**src/rtl/calc_disp_pkg.sv**
```systemverilog
// calc_disp_pkg: shared constants and helpers for the calculator display path.
package calc_disp_pkg;
  localparam int NIBBLE_W = 4;
  localparam int MAX_DIGITS = 8;
  localparam int DEF_SCAN_DIV = 50000;
  localparam int DEF_DEAD_CYCLES = 2;
  function automatic logic [MAX_DIGITS-1:0] onehot(input logic [2:0] i);
    return MAX_DIGITS'(1) << i;
  endfunction
endpackage

```
**src/rtl/scan_prescaler.sv**
```systemverilog
// scan_prescaler: divides clk into digit slots; flags slot end, frame end and the dead zone.
module scan_prescaler
  import calc_disp_pkg::*;
#(
  parameter int SCAN_DIV = DEF_SCAN_DIV,
  parameter int DEAD_CYCLES = DEF_DEAD_CYCLES
) (
  input  logic clk,
  input  logic rst_n,
  input  logic last_slot,
  output logic tick,
  output logic boundary,
  output logic dead
);
  localparam int CW = $clog2(SCAN_DIV);
  logic [CW-1:0] cnt;
  assign tick = cnt == CW'(SCAN_DIV - 1);
  assign boundary = tick && last_slot;
  assign dead = cnt < CW'(DEAD_CYCLES);
  always_ff @(posedge clk or negedge rst_n)
    if (!rst_n) cnt <= '0;
    else cnt <= tick ? '0 : cnt + 1'b1;
endmodule

```
**src/rtl/display_scan_ctrl.sv**
```systemverilog
// display_scan_ctrl: multiplexed 7-segment scanner with frame-synchronous value
// updates, leading-zero blanking and per-slot dead time; digitBin feeds the decoder.
module display_scan_ctrl
  import calc_disp_pkg::*;
#(
  parameter int NUM_DIGITS = 4,
  parameter int SCAN_DIV = DEF_SCAN_DIV,
  parameter int DEAD_CYCLES = DEF_DEAD_CYCLES
) (
  input  logic                           clk,
  input  logic                           rst_n,
  input  logic [NIBBLE_W*NUM_DIGITS-1:0] value,
  input  logic                           load,
  input  logic                           blank_lz,
  output logic [NIBBLE_W-1:0]            digitBin,
  output logic [NUM_DIGITS-1:0]          digitEn,
  output logic                           frame_done
);
  localparam int IW = NUM_DIGITS > 1 ? $clog2(NUM_DIGITS) : 1;
  localparam int VW = NIBBLE_W * NUM_DIGITS;
  logic [IW-1:0] idx;
  logic [VW-1:0] pending, shadow;
  logic pend_flag, tick, boundary, dead, last_slot, blanked;
  logic [NUM_DIGITS:0] zero_from;
  logic [NIBBLE_W-1:0] nib;
  logic [MAX_DIGITS-1:0] oh;
  assign last_slot = idx == IW'(NUM_DIGITS - 1);
  assign nib = shadow[NIBBLE_W*idx +: NIBBLE_W];
  assign oh = onehot(3'(idx));
  scan_prescaler #(.SCAN_DIV(SCAN_DIV), .DEAD_CYCLES(DEAD_CYCLES)) u_pre (
    .clk(clk), .rst_n(rst_n), .last_slot(last_slot),
    .tick(tick), .boundary(boundary), .dead(dead)
  );
  // zero_from[i]: every nibble from slot i upward is zero
  always_comb begin
    zero_from = '0;
    zero_from[NUM_DIGITS] = 1'b1;
    for (int i = NUM_DIGITS - 1; i >= 0; i--)
      zero_from[i] = zero_from[i+1] && shadow[NIBBLE_W*i +: NIBBLE_W] == '0;
  end
  assign blanked = blank_lz && idx != '0 && zero_from[idx];
  always_ff @(posedge clk or negedge rst_n)
    if (!rst_n) begin
      idx <= '0;
      pending <= '0;
      pend_flag <= 1'b0;
      shadow <= '0;
      digitBin <= '0;
      digitEn <= '0;
      frame_done <= 1'b0;
    end else begin
      if (tick) idx <= last_slot ? '0 : idx + 1'b1;
      if (load) begin
        pending <= value;
        pend_flag <= 1'b1;
      end
      // a load on the boundary itself bypasses the pending buffer
      if (boundary) begin
        shadow <= load ? value : pend_flag ? pending : shadow;
        pend_flag <= 1'b0;
      end
      frame_done <= boundary;
      digitBin <= blanked ? '0 : nib;
      digitEn <= (dead || blanked) ? '0 : oh[NUM_DIGITS-1:0];
    end
endmodule

```
**config.mk**
```make
export PLATFORM = sky130hd
export DESIGN_NAME = display_scan_ctrl
export DESIGN_NICKNAME = d
export VERILOG_FILES = /design/src/rtl/calc_disp_pkg.sv /design/src/rtl/scan_prescaler.sv /design/src/rtl/display_scan_ctrl.sv
export SDC_FILE = /design/constraint.sdc
export NUM_CORES = 1
export LEC_CHECK = 0
export BUFFER_PORTS_ARGS = -buffer_cell sky130_fd_sc_hd__clkbuf_2
export CORE_MARGIN = 4
export CORE_UTILIZATION = 60
export DETAILED_ROUTE_END_ITERATION = 12
export HOLD_SLACK_MARGIN = 0.05
export PLACE_DENSITY_LB_ADDON = 0.12
export SYNTH_ARGS = -nofsm -noshare
export SYNTH_HDL_FRONTEND = slang
export SYNTH_SLANG_ARGS = --single-unit
```
**constraint.sdc**
```tcl
create_clock -name clk -period 5.3 [get_ports clk]
set_input_delay 1.06 -clock clk [delete_from_list [all_inputs] [get_ports clk]]
set_output_delay 1.06 -clock clk [all_outputs]
set_load 0.03 [all_outputs]
```
; Word level (Yosys, flattened, before mapping)
; Index checks and enable logic that the tools add are counted.
[word_totals]
out_inout_bits = 9
regBits = 60
in_bits = 20
wordCells = 41
[op_classes]
eq_ne = 2
reduce_logical = 15
addsub = 2
n_lt_le_gt_ge = 2
muxes = 10
shifts = 2
[op_table]
columns = op, count
row1 = 16-bit two-way mux, 3
row2 = 16-bit by 1-bit adder with 16-bit output (second input constant), 1
row3 = 16-bit equality test (second input constant), 1
row4 = 4-bit zero test, 4
row5 = 16-bit by 2-bit less-than comparator with 1-bit output (second input constant), 1
row6 = 16-bit by 5-bit variable part select with 4-bit output, 1
row7 = 4-bit two-way mux, 2
row8 = 1-bit logical AND, 6
row9 = 2-bit nonzero test, 3
row10 = 2-bit by 4-bit less-than comparator with 1-bit output (second input constant), 1
row11 = 1-bit by 2-bit left shift with 4-bit output (first input constant), 1
row12 = 1-bit two-way mux, 3
row13 = 2-bit by 1-bit adder with 2-bit output (second input constant), 1
row14 = 1-bit binary-select mux with 2-bit select, 1
row15 = 2-bit equality test (second input constant), 1
row16 = 2-bit two-way mux, 1
row17 = 2-bit AND reduction, 1
row18 = 1-bit logical OR, 1

; Depth between registers and ports, before layout
[depth]
ltp_word = 9
depth_mapped = 7
ltp_nobuf = 5

; Hierarchy
; A second synthesis with hierarchy kept.
[unflattened]
cells_unflattened = 194
area_unflattened_um2 = 2641.3
[by_module_without_submodules]
columns = module, area_each_um2, instances, cells_per_inst
row1 = display_scan_ctrl, 1851.8, 1, 114
row2 = scan_prescaler, 789.5, 1, 80

; Worst setup path after synthesis
; Ideal clock, no wire load.
[synth_path]
kind = input -> register
start = input load
end = register shadow[5]
n_path_buf = 2
t_required_ns = 5.175
setup_ns = 0.125
setup_slack_ns = 2.868
arrival_time_ns = 2.307
path_stages = 4
path_cell_list = clkbuf_1 -> buf_1 -> mux2_2 -> mux2_2
[synth_via]
elab_chain_cells = 2
elab_cells_between_ends = 3
cone_classes = mux: 1 / reduce/logical: 2
[synth_lines]
columns = element, line_no
row1 = from (decl), display_scan_ctrl.sv:13  ; input logic load,
row2 = 2-bit nonzero test (no source line), n/a
row3 = 2-bit AND reduction (no source line), n/a
row4 = to (signal assigned), display_scan_ctrl.sv:59  ; shadow <= load ? value : pend_flag ? pending : shadow;
row5 = to (decl), display_scan_ctrl.sv:22  ; logic [VW-1:0] pending, shadow;
; Parallel ways exist; a longest one is shown, timed or not.
; A chain may end at the register's enable or synchronous reset.

; Worst setup path after layout
[layout_path]
start = register u_pre.cnt[13]
end = register shadow[6]
[layout_via]
elab_chain_cells = 3
[layout_lines]
columns = element, line_no
row1 = from (decl), scan_prescaler.sv:16  ; logic [CW-1:0] cnt;
row2 = from (signal assigned), scan_prescaler.sv:22  ; else cnt <= tick ? '0 : cnt + 1'b1;
row3 = 16-bit equality test, scan_prescaler.sv:17  ; assign tick = cnt == CW'(SCAN_DIV - 1);
row4 = 1-bit logical AND, scan_prescaler.sv:18  ; assign boundary = tick && last_slot;
row5 = 2-bit AND reduction (no source line), n/a
; No other way between the ends.

==> results.md <==
- Finished Core Util: 71.3%
- Drt total wl: 4.65 mm
- Achievable Freq: 0.325 GHz
- Share of layout cells above drive strength 1: 35.4%
- Fin. Hold Viols: 0
- Worst Setup SP: u_pre.cnt[13]
- Post-synthesis sequential area ratio: 58.2%
- Max-cap viol count: 0
- DRC viols: 0
- Top routing layer in use: met4
- Slowest-stage cell, CP: and3b_1
- CTS clk-pin slew, worst paths: 0.06 ns
- Final WS setup: 2.23 ns
- Antenna violations before repair: 0
- Number of enable flip-flop cells after synthesis: 0
- Met2 WL: about 2.1 mm
- Number of iterations in the first detailed-routing pass: 4
- HP Class: reg -> reg
- GRT Overall Usage: 20.5%
- Worst-Skew Late Latency: 0.34 ns
- Pwr dens: 298 nW/um^2
- Top FF cell, synth: dfrtp_1
- Final Slew Violations: 0
- Hold path startpoint: u_pre.cnt[10]
- Setup violations, final: 0
- CP required: approximately 5.5 ns
- Layout Skew: 0.00680 ns
- Syn Area/Cell: 13.7 sq um
- CP Class: reg -> reg
- Largest net degree at the start of global routing: 61
- Synth warn: 0
- Worst Path Arrival: 3.29 ns
- Mapped Area: 2580 sq um
- R2R Path Start: u_pre.cnt[13]
- Syn Nets: 213
- Post-layout nets: 247
- Worst-Margin Slew: ~0.89 ns
- Setup repair after global routing missed its margin: no
- Rows: 23
- Post-DP HPWL: 3.20 mm
- Reg-to-reg setup timing slack: approximately 2.2 ns
- Initial Util: 63.2%
- Num CTS Buffers: 9
- Status: finished clean
- # IOs: 29
- Vias in the first global route: 1665
- # diodes: 0
- Vias: 1584
- First-pass GRT wire length: 8.16 mm
- Final non-filler cell total: 276
- H-tree depth: 3
- CP max FO: 16
- Yosys reg bits: 60
- Maximum VDD drop: 0.000170 V
- # Post-CTS Setup Buffers: 0
- DR iter-0 viols: 87
- Met1 WL: 2.17 mm
- Die area: 5420 sq um
- Count of cell types in the netlist: 34
- CP peak stage delay: 0.86 ns
- Rel. slew slack: 40.5%
- Grt ovf: 0
- CP cell instances: or4_4 -> nor4_4 -> and3b_1 -> mux2_2
- Placed insts: 261
- Syn Inst Count: 188
- Hold buffers post-CTS: 0
- Leak: 1.41 nW
- Final antenna-violating net count: 0
- Final period util: 58.0%
- Clk sink count: 60
- CTS root buf: clkbuf_8
- Gpl congestion: approximately 0.80
- Setup crit start kind: register
- Post-place setup slack: 2.26 ns
- Die height: 73.6 um
- Asr flop ratio synth: 100%
- P&R area growth vs syn: 12.9%
- Routed wire per std cell: 16.9 um
- Clock period minus worst slack: 3.07 ns
- Clock Path Buffers: 2
- Die Width: 73.6 um
- Fin Setup TNS: 0 ns
- IO buf count: 28
- Core Footprint: 4090 sq um
- Met3 wire length: 254 um
- # resized after CTS: 0
- Setup crit end kind: register
- DR vias/cell: 5.74
- CTS tree: built
[final cells by class]
type,count,area [sq um]
fillers,289,1170
inverters,4,15.0
multi-input cells,118,1020
well taps,50,62.6
clock inverters,2,10.0
repair buffers,29,148
clock buffers,13,159
flip-flops and latches,60,1500
[critical path: cells and delay by family (launching register included)]
kind / cells / cell delay (ns)
flip-flops: 1 / 0.42
multiplexers: 1 / 0.42
AND/OR/NAND/NOR: 3 / 2.11
[metal layers]
layer	GRT usage, %	up-vias
met5	0	-
met4	9.46	0
met3	6.84	10
met2	29.4	51
met1	28.3	791
li1	-	732
[final timing paths]
| kind | endpoint | depth (start not counted) |
|---|---|---|
| worst max-delay path | shadow[6] | 4 |
| worst min-delay path | u_pre.cnt[10] | 1 |
| worst max register to register | shadow[6] | 4 |
| worst min register to register | u_pre.cnt[10] | 1 |
| max in group asynchronous | u_pre.cnt[9] | 2 |
| min in group asynchronous | pending[1] | 2 |
[per-stage QoR]
stage	power [W]	hold WS [ns]	area [sq um]
after floorplan	0.000498	0.444	2580
after global placement	0.000516	0.465	2750
after detailed placement	0.000519	0.472	2750
after CTS	0.000877	0.494	2910
after global routing	0.000904	0.511	2910
final	0.000869	0.493	2910
[cells in the mapped netlist (2+ instances only)]
library cell | number | share of area (%)
clkbuf_1 | 3 | 0.44
nand3_1 | 8 | 1.6
and3_1 | 2 | 0.48
xnor2_1 | 6 | 2.0
nand2_1 | 8 | 1.2
mux2_2 | 22 | 9.6
or4_1 | 4 | 1.2
xor2_1 | 7 | 2.4
mux2_4 | 9 | 5.2
ha_1 | 5 | 2.4
nor4_1 | 6 | 1.5
o21ai_0 | 3 | 0.58
nand4_1 | 3 | 0.73
mux4_2 | 4 | 3.5
inv_1 | 4 | 0.58
and2_1 | 2 | 0.48
nor2_1 | 16 | 2.3
dfrtp_1 | 60 | 58
[registers in the layout, summed over array words and instances (netlist names)]
name,flops
pending,16
shadow,16
u_pre.cnt,16
digitBin,4
digitEn,4
idx,2
frame_done,1
pend_flag,1
[power by group]
part / leakage (nW) / internal, W / total [W] / switching (W)
sequential: 0.777 / 0.000470 / 0.000473 / 0.00000314
combinational: 0.539 / 0.0000167 / 0.0000362 / 0.0000195
clock: 0.0893 / 0.000191 / 0.000359 / 0.000168
[cell usage in the layout (no fill, tap or decap)]
| cell | synthesis | final |
|---|---|---|
| and2_1 | 2 | 2 |
| nor3_1 | 1 | 1 |
| ha_1 | 5 | 5 |
| clkbuf_1 | 3 | 2 |
| nor4_1 | 6 | 6 |
| or3_1 | 1 | 1 |
| a211oi_1 | 1 | 1 |
| mux2_1 | 1 | 1 |
| dfrtp_1 | 60 | 60 |
| nand3b_1 | 1 | 1 |
| nand2b_1 | 1 | 1 |
| and3b_1 | 1 | 1 |
| a21oi_1 | 1 | 1 |
| buf_4 | 0 | 1 |
| nor2_1 | 16 | 16 |
| o21ai_0 | 3 | 3 |
| nor4_4 | 1 | 1 |
| clkinv_2 | 0 | 2 |
| mux2_4 | 9 | 9 |
| nand3_1 | 8 | 8 |
| mux2i_1 | 1 | 1 |
| or2_2 | 1 | 1 |
| nand2_1 | 8 | 8 |
| clkbuf_8 | 0 | 11 |
| nand4_1 | 3 | 3 |
| or4_1 | 4 | 4 |
| inv_1 | 4 | 4 |
| or4_4 | 1 | 1 |
| clkbuf_2 | 0 | 28 |
| mux2_2 | 22 | 22 |
| nor2b_1 | 1 | 1 |
| xnor2_1 | 6 | 6 |
| xor2_1 | 7 | 7 |
| mux4_2 | 4 | 4 |
| and3_1 | 2 | 2 |
[logic make-up (layout without fill, tap and decap cells)]
family | after synthesis | count (layout) | synth area share [%]
adder cells (fa/ha/maj) | 5 | 5 | 2.42
AND/OR/NAND/NOR | 58 | 58 | 12.4
buffers and inverters | 10 | 48 | 2.37
multiplexers | 37 | 37 | 19.1
flip-flops | 60 | 60 | 58.2
AO/OA/AOI/OAI | 5 | 5 | 1.07
XOR/XNOR | 13 | 13 | 4.41
Power figures use the tool's default switching activity.
